===== src/rtl/clk_div_prog.sv =====
// clk_div_prog: run-time programmable clock divider with glitch-free ratio changes at period boundaries
module clk_div_prog #(
  parameter int WIDTH       = 8,
  parameter int DEFAULT_DIV = 2
) (
  input  logic             clk,
  input  logic             rst,
  input  logic             en,
  input  logic [WIDTH-1:0] div_in,
  input  logic             div_load,
  output logic             clk_out,
  output logic             tick,
  output logic [WIDTH-1:0] div_cur,
  output logic             pending
);
  localparam logic [WIDTH-1:0] one_w = WIDTH'(1);
  localparam logic [WIDTH-1:0] two_w = WIDTH'(2);
  localparam logic [WIDTH-1:0] def_w = WIDTH'(DEFAULT_DIV);
  localparam logic [WIDTH:0]   one_x = (WIDTH+1)'(1);
  logic [WIDTH-1:0] cnt, div_pend, div_sat, div_nxt;
  logic [WIDTH:0]   half, cnt_inc;
  logic             wrap;
  always_comb begin
    half    = ({1'b0, div_cur} + one_x) >> 1;
    cnt_inc = {1'b0, cnt} + one_x;
    div_sat = (div_in < two_w) ? two_w : div_in;
    div_nxt = pending ? div_pend : div_cur;
    wrap    = cnt == div_cur - one_w;
  end
  always_ff @(posedge clk) begin
    if (rst) begin
      cnt      <= def_w - one_w;
      div_cur  <= def_w;
      div_pend <= def_w;
      pending  <= 1'b0;
      clk_out  <= 1'b0;
      tick     <= 1'b0;
    end else begin
      if (div_load) div_pend <= div_sat;
      pending <= div_load | (pending & en & ~wrap);
      if (!en) begin
        clk_out <= 1'b0;
        tick    <= 1'b0;
        div_cur <= div_nxt;
        cnt     <= div_nxt - one_w;
      end else if (wrap) begin
        clk_out <= 1'b1;
        tick    <= 1'b1;
        div_cur <= div_nxt;
        cnt     <= '0;
      end else begin
        clk_out <= cnt_inc < half;
        tick    <= 1'b0;
        cnt     <= cnt_inc[WIDTH-1:0];
      end
    end
  end
endmodule


===== config.mk =====
export PLATFORM = sky130hd
export DESIGN_NAME = clk_div_prog
export DESIGN_NICKNAME = d
export VERILOG_FILES = /design/src/rtl/clk_div_prog.sv
export SDC_FILE = /design/constraint.sdc
export NUM_CORES = 1
export LEC_CHECK = 0
export CORE_MARGIN = 3
export CORE_UTILIZATION = 35
export DETAILED_ROUTE_END_ITERATION = 8
export PLACE_DENSITY = 0.6
export SKIP_CTS_REPAIR_TIMING = 1
export SYNTH_ARGS = -nofsm -noshare
export SYNTH_HDL_FRONTEND = slang
export SYNTH_SLANG_ARGS = --single-unit

===== constraint.sdc =====
create_clock -name clk -period 1.95 [get_ports clk]
set_input_delay 0.2925 -clock clk [delete_from_list [all_inputs] [get_ports clk]]
set_output_delay 0.2925 -clock clk [all_outputs]
set_load 0.03 [all_outputs]

==> parameters.txt <==
Parameter                              Value

STA
  Final worst path period need ... just over 2000 ps
  TNS Setup ... -114 ps
  Final setup margin ... -89.3 ps
  Actual slew at the worst max-slew pin ... between 400 and 500 ps
  Worst setup skew after layout ... 5.90 ps
  Final Max Slew Viols ... 0
  Number of hold-slack violations in the final timing report ... 0
  Max transition margin ... 0.709
  Maximum clock rate ... ~0.49 GHz
  Final number of setup-violating endpoints ... 2
  Unrepaired setup endpoints after global routing ... true
  Worst hold-check slack ... about 510 ps
  Fin crit share ... 1.05

Floorplanning
  Row count ... 26
  Total Die Area ... around 0.0065 mm^2
  Die boundary width ... around 81 um
  Floorplan core area ... around 0.0052 mm^2
  Die Ht ... between 80 and 90 um
  Starting density of the core ... 0.372
  Top Ports ... 23

GRT
  Via count of the first global-routing pass ... between 1500 and 2000
  Most used routing layer ... met2
  Global-route wire length before repair ... approximately 7.6 mm
  Met2 Resource Use GR ... 0.257
  Total global-route track usage ... 0.148
  Global routing met1 resource utilization ... 0.197
  Global route overflow ... 0
  Pin count of the biggest net entering global routing ... 29
  Antenna violations before repair ... 0
  M3 GR Usage ... 0.0157

Finish
  Multi-input gate area in the final layout ... roughly 0.0015 mm^2
  Share of post-route cells with drive strength above 1 ... 0.307
  Post-layout util ... 0.530
  Antenna Diode Count ... 0
  Layout fillers ... between 400 and 500
  Summed area of non-filler cells in the final layout ... ~0.0028 mm^2
  Nets ... roughly 300
  Area growth from synthesis to layout ... 42.4%
  Footprint of the flip-flops and latches ... 562 um^2
  Final non-filler cell total ... about 350

CTS
  Later-pin clock latency in the skew report ... 280 ps
  CTS root buffer ... clkbuf_8
  Maximum number of buffers from clock root to sink ... 2
  Clock tree sinks ... 27
  Number of levels the H-tree was split into ... 1
  CTS buffer count ... 3
  TritonCTS clock tree ... done
  Clock-pin slew reported for the worst setup and hold paths after clock tree synthesis ... approximately 100 ps

Job
  Max-cap violations ... 0

Routing
  Residual DRC count ... 0
  Number of routed nets with antenna violations ... 0
  Routed wire per std cell ... 13.9 um
  Post-Route WL ... 4.83 mm
  Via density per instance ... between 5 and 6
  Pre-antenna DRT Iters ... 4
  Total via count in the routed design ... ~1800
  Iter 0 DRT Violations ... 54

Worst setup path
  Largest stage delay, worst path ... around 470 ps
  Crit path cell chain ... ha_4 > nand3_1 > nor2_1 > xnor2_1 > ha_1 > o21ai_1 > a21oi_1 > or4_1 > o221ai_1
  Worst-path maximum fanout ... 5
  Critical path start-end classification ... flop to flop
  Reg2Reg Setup Slack ... -90 ps
  Worst-path cell with the longest stage delay ... or4_1
  Signal arrival time at the worst endpoint ... ~2300 ps
  Required arrival time at the worst endpoint ... between 2000 and 2500 ps
  Crit start category ... flop
  Kind of end point of the critical path ... flop

Status
  Failing checks ... negative setup slack
  Run status ... complete, but fails checks

Place
  Dpl hpwl ... between 3 and 4 mm
  Port Buffers ... 22
  Post-Place Cells ... roughly 340
  Cell Area, Placed ... between 0.002 and 0.003 mm^2
  Setup Slack @ Placement ... -112 ps
  RD Place Congestion ... 0.760

Power
  Pwr Density ... roughly 640 mW/mm^2
  Worst vdd ir ... 0.329 mV
  Leakage power ... 1.04 nW
  Tot Pwr ... approximately 1.8 mW

Synth
  Sequential share of the synthesized area ... 0.277
  Count of unique library cells instantiated by Yosys ... 49
  Share of synthesized registers carrying an async set or reset ... 0
  Post-synthesis instance area ... around 0.002 mm^2
  Number of synthesized register bits ... 27
  Area contributors post-synth ... dfxtp_1, mux2i_1, ha_1, xnor2_1, nor2_1
  Syn. warnings ... 0
  Mean Syn Cell Area ... 8.58 um^2
  Cell taking the most area after synthesis ... dfxtp_1
  Fraction of synthesized cell area taken by the top area cell type ... 0.277
  Primary FF master, synth ... dfxtp_1
  Number of enable-type register cells in the synthesized netlist ... 0
  Gate Count Post-Synth ... roughly 230
  Post-synth net total ... 250

Hold path
  Worst min path class ... flop to flop
[cell usage after synthesis (all sizes together), types with 2 or more instances]
library cell	instances
o22ai	3
nor2	26
o21a	2
inv	7
o221ai	2
xor2	10
ha	11
nor3b	3
buf	12
nor3	6
nand3	15
and4	2
xnor2	14
nand2b	2
nor2b	3
o31ai	2
dfxtp	27
a31oi	7
nand4	3
nand2	13
o21ai	4
or4	2
mux2i	15
a21o	5
a21oi	9
a211o	2
clkbuf	6
[layout by cell type (no fill, tap or decap), types with 4 or more instances in the layout]
cell / n
dfxtp_2: 5
nand3_1: 14
ha_1: 9
clkdlybuf4s50_1: 22
dfxtp_1: 18
a21oi_2: 5
a31oi_1: 4
xnor2_1: 12
a21oi_1: 4
xor2_1: 9
buf_4: 37
mux2i_1: 15
dfxtp_4: 4
a21o_1: 5
nand2_1: 11
nor2_1: 25
inv_1: 5
[sequential cells by signal, indices dropped and copies added (netlist names)]
signal and flops:
cnt 8, div_cur 8, div_pend 8, clk_out 1, pending 1, tick 1
[final cells by class]
class | count | area share
Multi-Input combinational cell | 175 | 0.530
Clock inverter | 1 | 0.00226
Clock buffer | 3 | 0.0149
Inverter | 7 | 0.0104
Sequential cell | 27 | 0.203
Timing Repair Buffer | 64 | 0.208
Tap cell | 70 | 0.0316
[metal layers]
layer,up-vias,wire length (um)
met5,-,0
met4,0,65
met3,7,108
met2,24,2320
met1,833,2330
li1,912,-
[worst max-delay path: cells and delay by family (launching register included)]
kind	cells	cell delay (ps)
adder cells (fa/ha/maj)	2	390
AND/OR/NAND/NOR	3	810
flip-flops	1	400
AO/OA/AOI/OAI	3	210
XOR/XNOR	1	160
[final timing paths]
check               from           to  depth (start not counted)
min reg2reg  div_pend[4]  div_pend[4]                          2
min          div_pend[4]  div_pend[4]                          2
max           div_cur[0]      clk_out                          9
max reg2reg   div_cur[0]      clk_out                          9
[kinds of logic (layout without fill, tap and decap cells)]
group / Yosys count / count (layout) / synth area share
adder cells (fa/ha/maj): 11 / 11 / 0.0706
AO/OA/AOI/OAI: 46 / 46 / 0.178
XOR/XNOR: 24 / 24 / 0.116
AND/OR/NAND/NOR: 79 / 79 / 0.213
flip-flops: 27 / 27 / 0.277
buffers and inverters: 25 / 75 / 0.0687
multiplexers: 15 / 15 / 0.0771
[power breakdown]
part           leakage (nW)  internal (mW)  switching, mW
Clock                0.0260          0.147          0.191
Sequential            0.225          0.589         0.0452
Combinational         0.790          0.411          0.382
No activity file was read; power rests on OpenSTA's default activity.
==> patch 1: new RTL, config.mk and constraints unchanged <==
Set the parameter `WIDTH` to 12 (it was 8).
--- a/src/rtl/clk_div_prog.sv
+++ b/src/rtl/clk_div_prog.sv
@@ -2,3 +2,3 @@
 module clk_div_prog #(
-  parameter int WIDTH       = 8,
+  parameter int WIDTH       = 12,
   parameter int DEFAULT_DIV = 2
Interface: changed (resized div_cur and div_in); port bits go from 23 to 31. No check against the original RTL was run, so the function may have changed too.
==> patch 1 against the unedited design <==
- sequential cell count is 12 higher
- global-route usage is 3.3 points higher
- fmax is 17% lower
- cell area is 60% higher
- total power is 79% higher
- worst setup slack worse by 0.43 ns
- critical path depth is 2 higher
- highest routed layer unchanged
- largest power group unchanged
- the flow still finishes with violations (setup timing)
- utilization is 0.20 points higher
- routed wire length is 96% higher
- clock skew is 0.0032 ns higher
- hold slack better by 0.013 ns
- synthesized area is 56% higher
==> patch 1: results (changes against the unedited design) <==
Hold path
  – WHS Path Cells: 2 (unchanged)

Clocking
  – Clock transition at path regs: 0.08 ns (-0.02 ns)
  – H-tree levels: 2 (+1)
  – CTS buffer count: 5 (+2)
  – Clk Latency, worst-skew pair: 0.30 ns (+0.02 ns)

Global routing
  – Vias in the first global route: 3107 (+83%)
  – GRT Total Usage: 18.2% (+3.3 points)
  – First-pass GRT wire length: 14600 um (+91%)
  – Largest net degree at the start of global routing: 19 (-34%)

STA
  – Worst Skew: 0.00913 ns (+0.00323 ns)
  – Worst setup margin: -0.521 ns (-0.431 ns)
  – Setup violators final: 28 (+26)
  – Worst Tran Pin Value: 0.408 ns (-0.0265 ns)

Placement
  – Cells after DPL: 572 (+67%)
  – Port Buffers: 30 (+36%)
  – Dpl ws: -0.569 ns (-0.456 ns)
  – GPL Wtd Cong: 0.875 (+15%)
  – Post-DP HPWL: 7190 um (+95%)
  – Placed Area: 4080 um^2 (+61%)

Layout
  – Largest regs: cnt x12, div_cur x12, div_pend x12
  – Fraction of layout cells with a size suffix above 1: 32.7% (+2.0 points)
  – Non-filler cells in the finished layout: 588 (+69%)
  – Nets@finish: 513 (+70%)

Worst setup path
  – R2R cell count: 11 (+2)
  – Crit-path slowest cell: dfxtp_4
  – CP peak stage delay: 0.38 ns (-0.09 ns)
  – CP Max Fanout: 7 (+2)
  – Crit path DAT: 2.68 ns (+0.43 ns)

Synth
  – Sequential fraction of the synthesis area: 25.6% (-2.1 points)
  – Top cells by area, synth: dfxtp_1, mux2i_1, xnor2_1, ha_1, xor2_1
  – Cell count after synthesis: 372 (+64%)
  – Synth top cells by count: dfxtp_1, nand2_1, nor2_1
  – Yosys cell types: 56 (+14%)
  – Yosys warns: 0 (unchanged)
  – Syn_nets: 403 (+61%)

Drt
  – Met3 WL: 436 um (+300%)
  – Metal-1 WL: 4010 um (+72%)
  – Metal2 WL: 4870 um (+110%)
  – Top Layer Used: met4
  – Avg Vias per Cell: 5.38 (+5.2%)
  – Wirelength, routed: 9470 um (+96%)
  – Iteration-0 DRC Markers: 140 (+160%)
  – Pre-antenna DRT Iters: 4 (unchanged)

Pwr
  – Peak VDD IR: 420 uV (+28%)
  – Leakage power total: 1.87 nW (+80%)

Run status
  – Violated checks: setup timing
  – Status: finished with violations
-- patch 1: cell count changes after synthesis, moves of 7 or more --
cell / before / now
nand2_1: 12 / 34
and3_1: 0 / 8
xnor2_1: 13 / 24
nor3_1: 4 / 16
mux2i_1: 15 / 24
o22ai_1: 3 / 13
nand3_1: 15 / 8
xor2_1: 9 / 16
dfxtp_1: 27 / 39
nand3b_1: 1 / 8
clkbuf_1: 6 / 14
-- patch 1: layout make-up --
cell class | count | area, um^2
Clock buffer | 7 | 86.3
Clock inverter | 1 | 5.00
Fill cell | 781 | 3910
Inverter | 10 | 42.5
Multi-Input combinational cell | 298 | 2290
Sequential cell | 39 | 800
Tap cell | 105 | 131
Timing Repair Buffer | 128 | 1080
-- patch 1: metal layers --
metal | vias to the layer above | GRT usage, %
met5 | - | 0
met4 | 0 | 4.73
met3 | 14 | 1.89
met2 | 93 | 33.1
met1 | 1499 | 22.8
li1 | 1560 | -
-- patch 1: final timing paths --
path	endpoint	slack (ns)	from
worst max-delay path	div_cur[10]	-0.52	div_cur[3]
worst min-delay path	div_pend[10]	0.52	div_pend[10]
worst max register to register	div_cur[10]	-0.52	div_cur[3]
worst min register to register	div_pend[10]	0.52	div_pend[10]
-- patch 1: through the flow --
stage / TNS, ns / hold slack [ns]
global placement: -9.69 / 0.482
global route: -15.08 / 0.543
CTS: -11.71 / 0.518
detailed placement: -10.97 / 0.499
floorplan: -15.11 / 0.409
finish: -12.14 / 0.522
-- patch 1: critical path, delay by kind of cell (launching register included) --
kind | cells | cell delay [ns]
AND/OR/NAND/NOR | 4 | 0.66
AO/OA/AOI/OAI | 3 | 0.66
flip-flops | 1 | 0.38
buffers and inverters | 4 | 0.70
-- patch 1: where the power goes --
| group | switching [mW] | total, mW | leakage [nW] | internal, mW |
|---|---|---|---|---|
| registers | 0.0936 | 0.964 | 0.323 | 0.871 |
| logic | 0.816 | 1.62 | 1.50 | 0.805 |
| clock network | 0.292 | 0.578 | 0.0482 | 0.286 |
-- patch 1: cells by family after synthesis --
| family | after synthesis | synth area share [%] |
|---|---|---|
| AOI/OAI and AO/OA | 74 | 17.9 |
| xor gates and xnor gates | 40 | 11.5 |
| adders and majority gates | 15 | 6.16 |
| buffers and inverters | 36 | 5.58 |
| DFF | 39 | 25.6 |
| muxes | 24 | 7.88 |
| and+or+nand+nor | 144 | 25.4 |
==> patch 2: new RTL, config.mk and constraints unchanged <==
Made on the original files. Register the inputs `en`, `div_in` and `div_load` before use, without a reset. The logic sees them one clock later.
--- a/src/rtl/clk_div_prog.sv
+++ b/src/rtl/clk_div_prog.sv
@@ -19,2 +19,13 @@
   localparam logic [WIDTH:0]   one_x = (WIDTH+1)'(1);
+
+  logic en_q;
+  logic [WIDTH-1:0] div_q;
+  logic div_load_q;
+
+  always_ff @(posedge clk) begin
+    en_q       <= en;
+    div_q      <= div_in;
+    div_load_q <= div_load;
+  end
+
   logic [WIDTH-1:0] cnt, div_pend, div_sat, div_nxt;
@@ -25,3 +36,3 @@
     cnt_inc = {1'b0, cnt} + one_x;
-    div_sat = (div_in < two_w) ? two_w : div_in;
+    div_sat = (div_q < two_w) ? two_w : div_q;
     div_nxt = pending ? div_pend : div_cur;
@@ -38,5 +49,5 @@
     end else begin
-      if (div_load) div_pend <= div_sat;
-      pending <= div_load | (pending & en & ~wrap);
-      if (!en) begin
+      if (div_load_q) div_pend <= div_sat;
+      pending <= div_load_q | (pending & en_q & ~wrap);
+      if (!en_q) begin
         clk_out <= 1'b0;
Function: changed (a bounded check fails within 4 cycles, from zero or initial values and one cycle with rst high).
==> patch 2 against the unedited design <==
- the flow still finishes with violations (setup timing)
- synthesized area up 17%
- total power grew 33%
- critical path depth shrank 2
- sequential cell count up 10
- non-clock buffer count rose by 3
- cell area up 12%
- first-iteration DRC count up 110%
- worst setup slack improved by 0.071 ns
- largest cell class unchanged
- count of clock-buffer cells in the layout is 4 higher
- routed wire length increased by 20%
- critical path type unchanged
==> patch 2: results (changes against the unedited design) <==
Hold path
  – HP Start: en
  – Worst Hold Class: input port to register
  – Worst hold endpoint: en_q
  – WHS Path Cells: 1 (-1)

Placement
  – Port Buffers: 22 (unchanged)
  – Post-DP HPWL: 4420 um (+20%)
  – GPL Wtd Cong: 0.853 (+12%)
  – Dpl ws: -0.0645 ns (+0.0478 ns)

STA
  – Worst setup margin: -0.0178 ns (+0.0715 ns)
  – Worst Skew: 0.00697 ns (+0.00107 ns)
  – WHS: 0.444 ns (-0.0647 ns)
  – Setup violators final: 3 (+1)
  – Worst Tran Pin Value: 0.684 ns (+0.250 ns)

Worst setup path
  – Crit path DAT: 2.15 ns (-0.10 ns)
  – R2R cell count: 7 (-2)
  – CP Max Fanout: 6 (+1)
  – RR Endpoint: div_cur[6]
  – Crit-path slowest cell: dfxtp_4
  – R2R Path Start: div_cur[1]
  – CP peak stage delay: 0.38 ns (-0.09 ns)

Clocking
  – H-tree levels: 2 (+1)
  – CTS max path bufs: 2 (unchanged)
  – CTS buffer count: 5 (+2)
  – Clk Latency, worst-skew pair: 0.29 ns
  – Clk root buf: clkbuf_8
  – Clock transition at path regs: 0.08 ns (-0.02 ns)

Synth
  – Yosys cell types: 54 (+10%)
  – Sequential fraction of the synthesis area: 32.4% (+4.6 points)
  – Syn_nets: 274 (+9.6%)
  – Yosys warns: 0 (unchanged)
  – Top cells by area, synth: dfxtp_1, xnor2_1, ha_1, mux2i_1, nor2_1
  – Synth top cells by count: dfxtp_1, nor2_1, xnor2_1
  – Ys async rst share: 0% (unchanged)

Pwr
  – Peak VDD IR: 473 uV (+44%)
  – Leakage power total: 1.22 nW (+17%)
  – Sw Ratio: 33.3% (-1.8 points)

Drt
  – Pre-antenna DRT Iters: 4 (unchanged)
  – WL per Instance: 15.2 um (+9.1%)
  – Routed via count: 1984 (+12%)
  – Iteration-0 DRC Markers: 116 (+110%)

Global routing
  – GRT Total Usage: 15.8% (+0.94 points)
  – Largest net degree at the start of global routing: 16 (-45%)
  – Initial antenna violation count: 0 (unchanged)
  – First-pass GRT wire length: 9380 um (+23%)

Layout
  – Nets@finish: 330 (+9.6%)
  – Fillers: 608 (+22%)
  – Fraction of layout cells with a size suffix above 1: 32.5% (+1.8 points)
  – Antenna diodes: 0 (unchanged)

Run status
  – Violated checks: setup timing
  – Status: finished with violations
==> patch 2: cell types whose count changed in the layout (fill, tap and decap cells not counted), moves of 5 or more <==
cell and change:
o211ai_1 +12, mux2i_1 -5, a21oi_2 -5, dfxtp_1 +7, xnor2_1 +7, o21ai_0 +6
a21oi_1 +7, nand3_1 -6
==> patch 2: final cells by class <==
type	count	area [um^2]	area share, %
Clock buffer	7	96.3	3.11
Clock inverter	1	5.00	0.162
Inverter	8	35.0	1.13
Multi-Input combinational cell	188	1510	48.9
Sequential cell	37	768	24.8
Tap cell	75	93.8	3.03
Timing Repair Buffer	67	582	18.8
==> patch 2: worst max-delay path, delay by kind of cell, from the launching register on <==
family / cells / cell delay (ns)
AOI/OAI and AO/OA: 2 / 0.25
buffers and inverters: 1 / 0.14
DFF: 1 / 0.38
muxes: 1 / 0.31
and+or+nand+nor: 3 / 0.78
==> patch 2: power groups by stage <==
stage	Combinational, mW	Clock (mW)	Sequential (mW)
floorplan	0.496	0	0.919
global placement	0.808	0	0.897
detailed placement	0.815	0	0.899
CTS	0.820	0.592	0.881
global route	0.944	0.643	0.895
finish	0.875	0.583	0.887
==> patch 2: cells by family (layout without fill, tap and decap cells) <==
logic type,after synthesis,after routing,share of synthesized area [%]
buf+inv,26,83,5.96
flops,37,37,32.4
fa+ha+maj,11,11,6.01
mux,13,13,6.34
simple gates,78,78,19.3
compound gates,56,56,18.2
xor+xnor,30,30,11.8
==> patch 2: how the worst max path moves through the flow <==
| stage | startpoint | end | slack, ns | cells after the start |
|---|---|---|---|---|
| final | div_cur[1] | div_cur[6] | -0.02 | 7 |
| after global routing | div_cur[0] | div_cur[6] | -0.1 | 7 |
| after CTS | cnt[1] | clk_out | -0.09 | 9 |
| after detailed placement | cnt[1] | clk_out | -0.06 | 9 |
| after global placement | div_cur[0] | clk_out | -0.01 | 8 |
| after floorplan | div_cur[1] | div_cur[0] | -0.05 | 9 |
==> patch 2: through the flow <==
stage | cells | total power, mW | TNS [ns] | cell area, um^2
floorplan | 251 | 1.42 | -0.240 | 2340
global placement | 365 | 1.71 | -0.0102 | 2800
detailed placement | 365 | 1.71 | -0.0645 | 2800
CTS | 373 | 2.29 | -0.142 | 2900
global route | 383 | 2.48 | -0.638 | 3090
finish | 383 | 2.34 | -0.0392 | 3090
==> patch 2: per-layer routing <==
metal	wire length, um	track usage [%]	vias to the layer above
met2	2790	25.4	35
met1	2730	20.5	930
met5	0	0	-
li1	-	-	1009
met3	204	3.60	10
met4	86	5.81	0
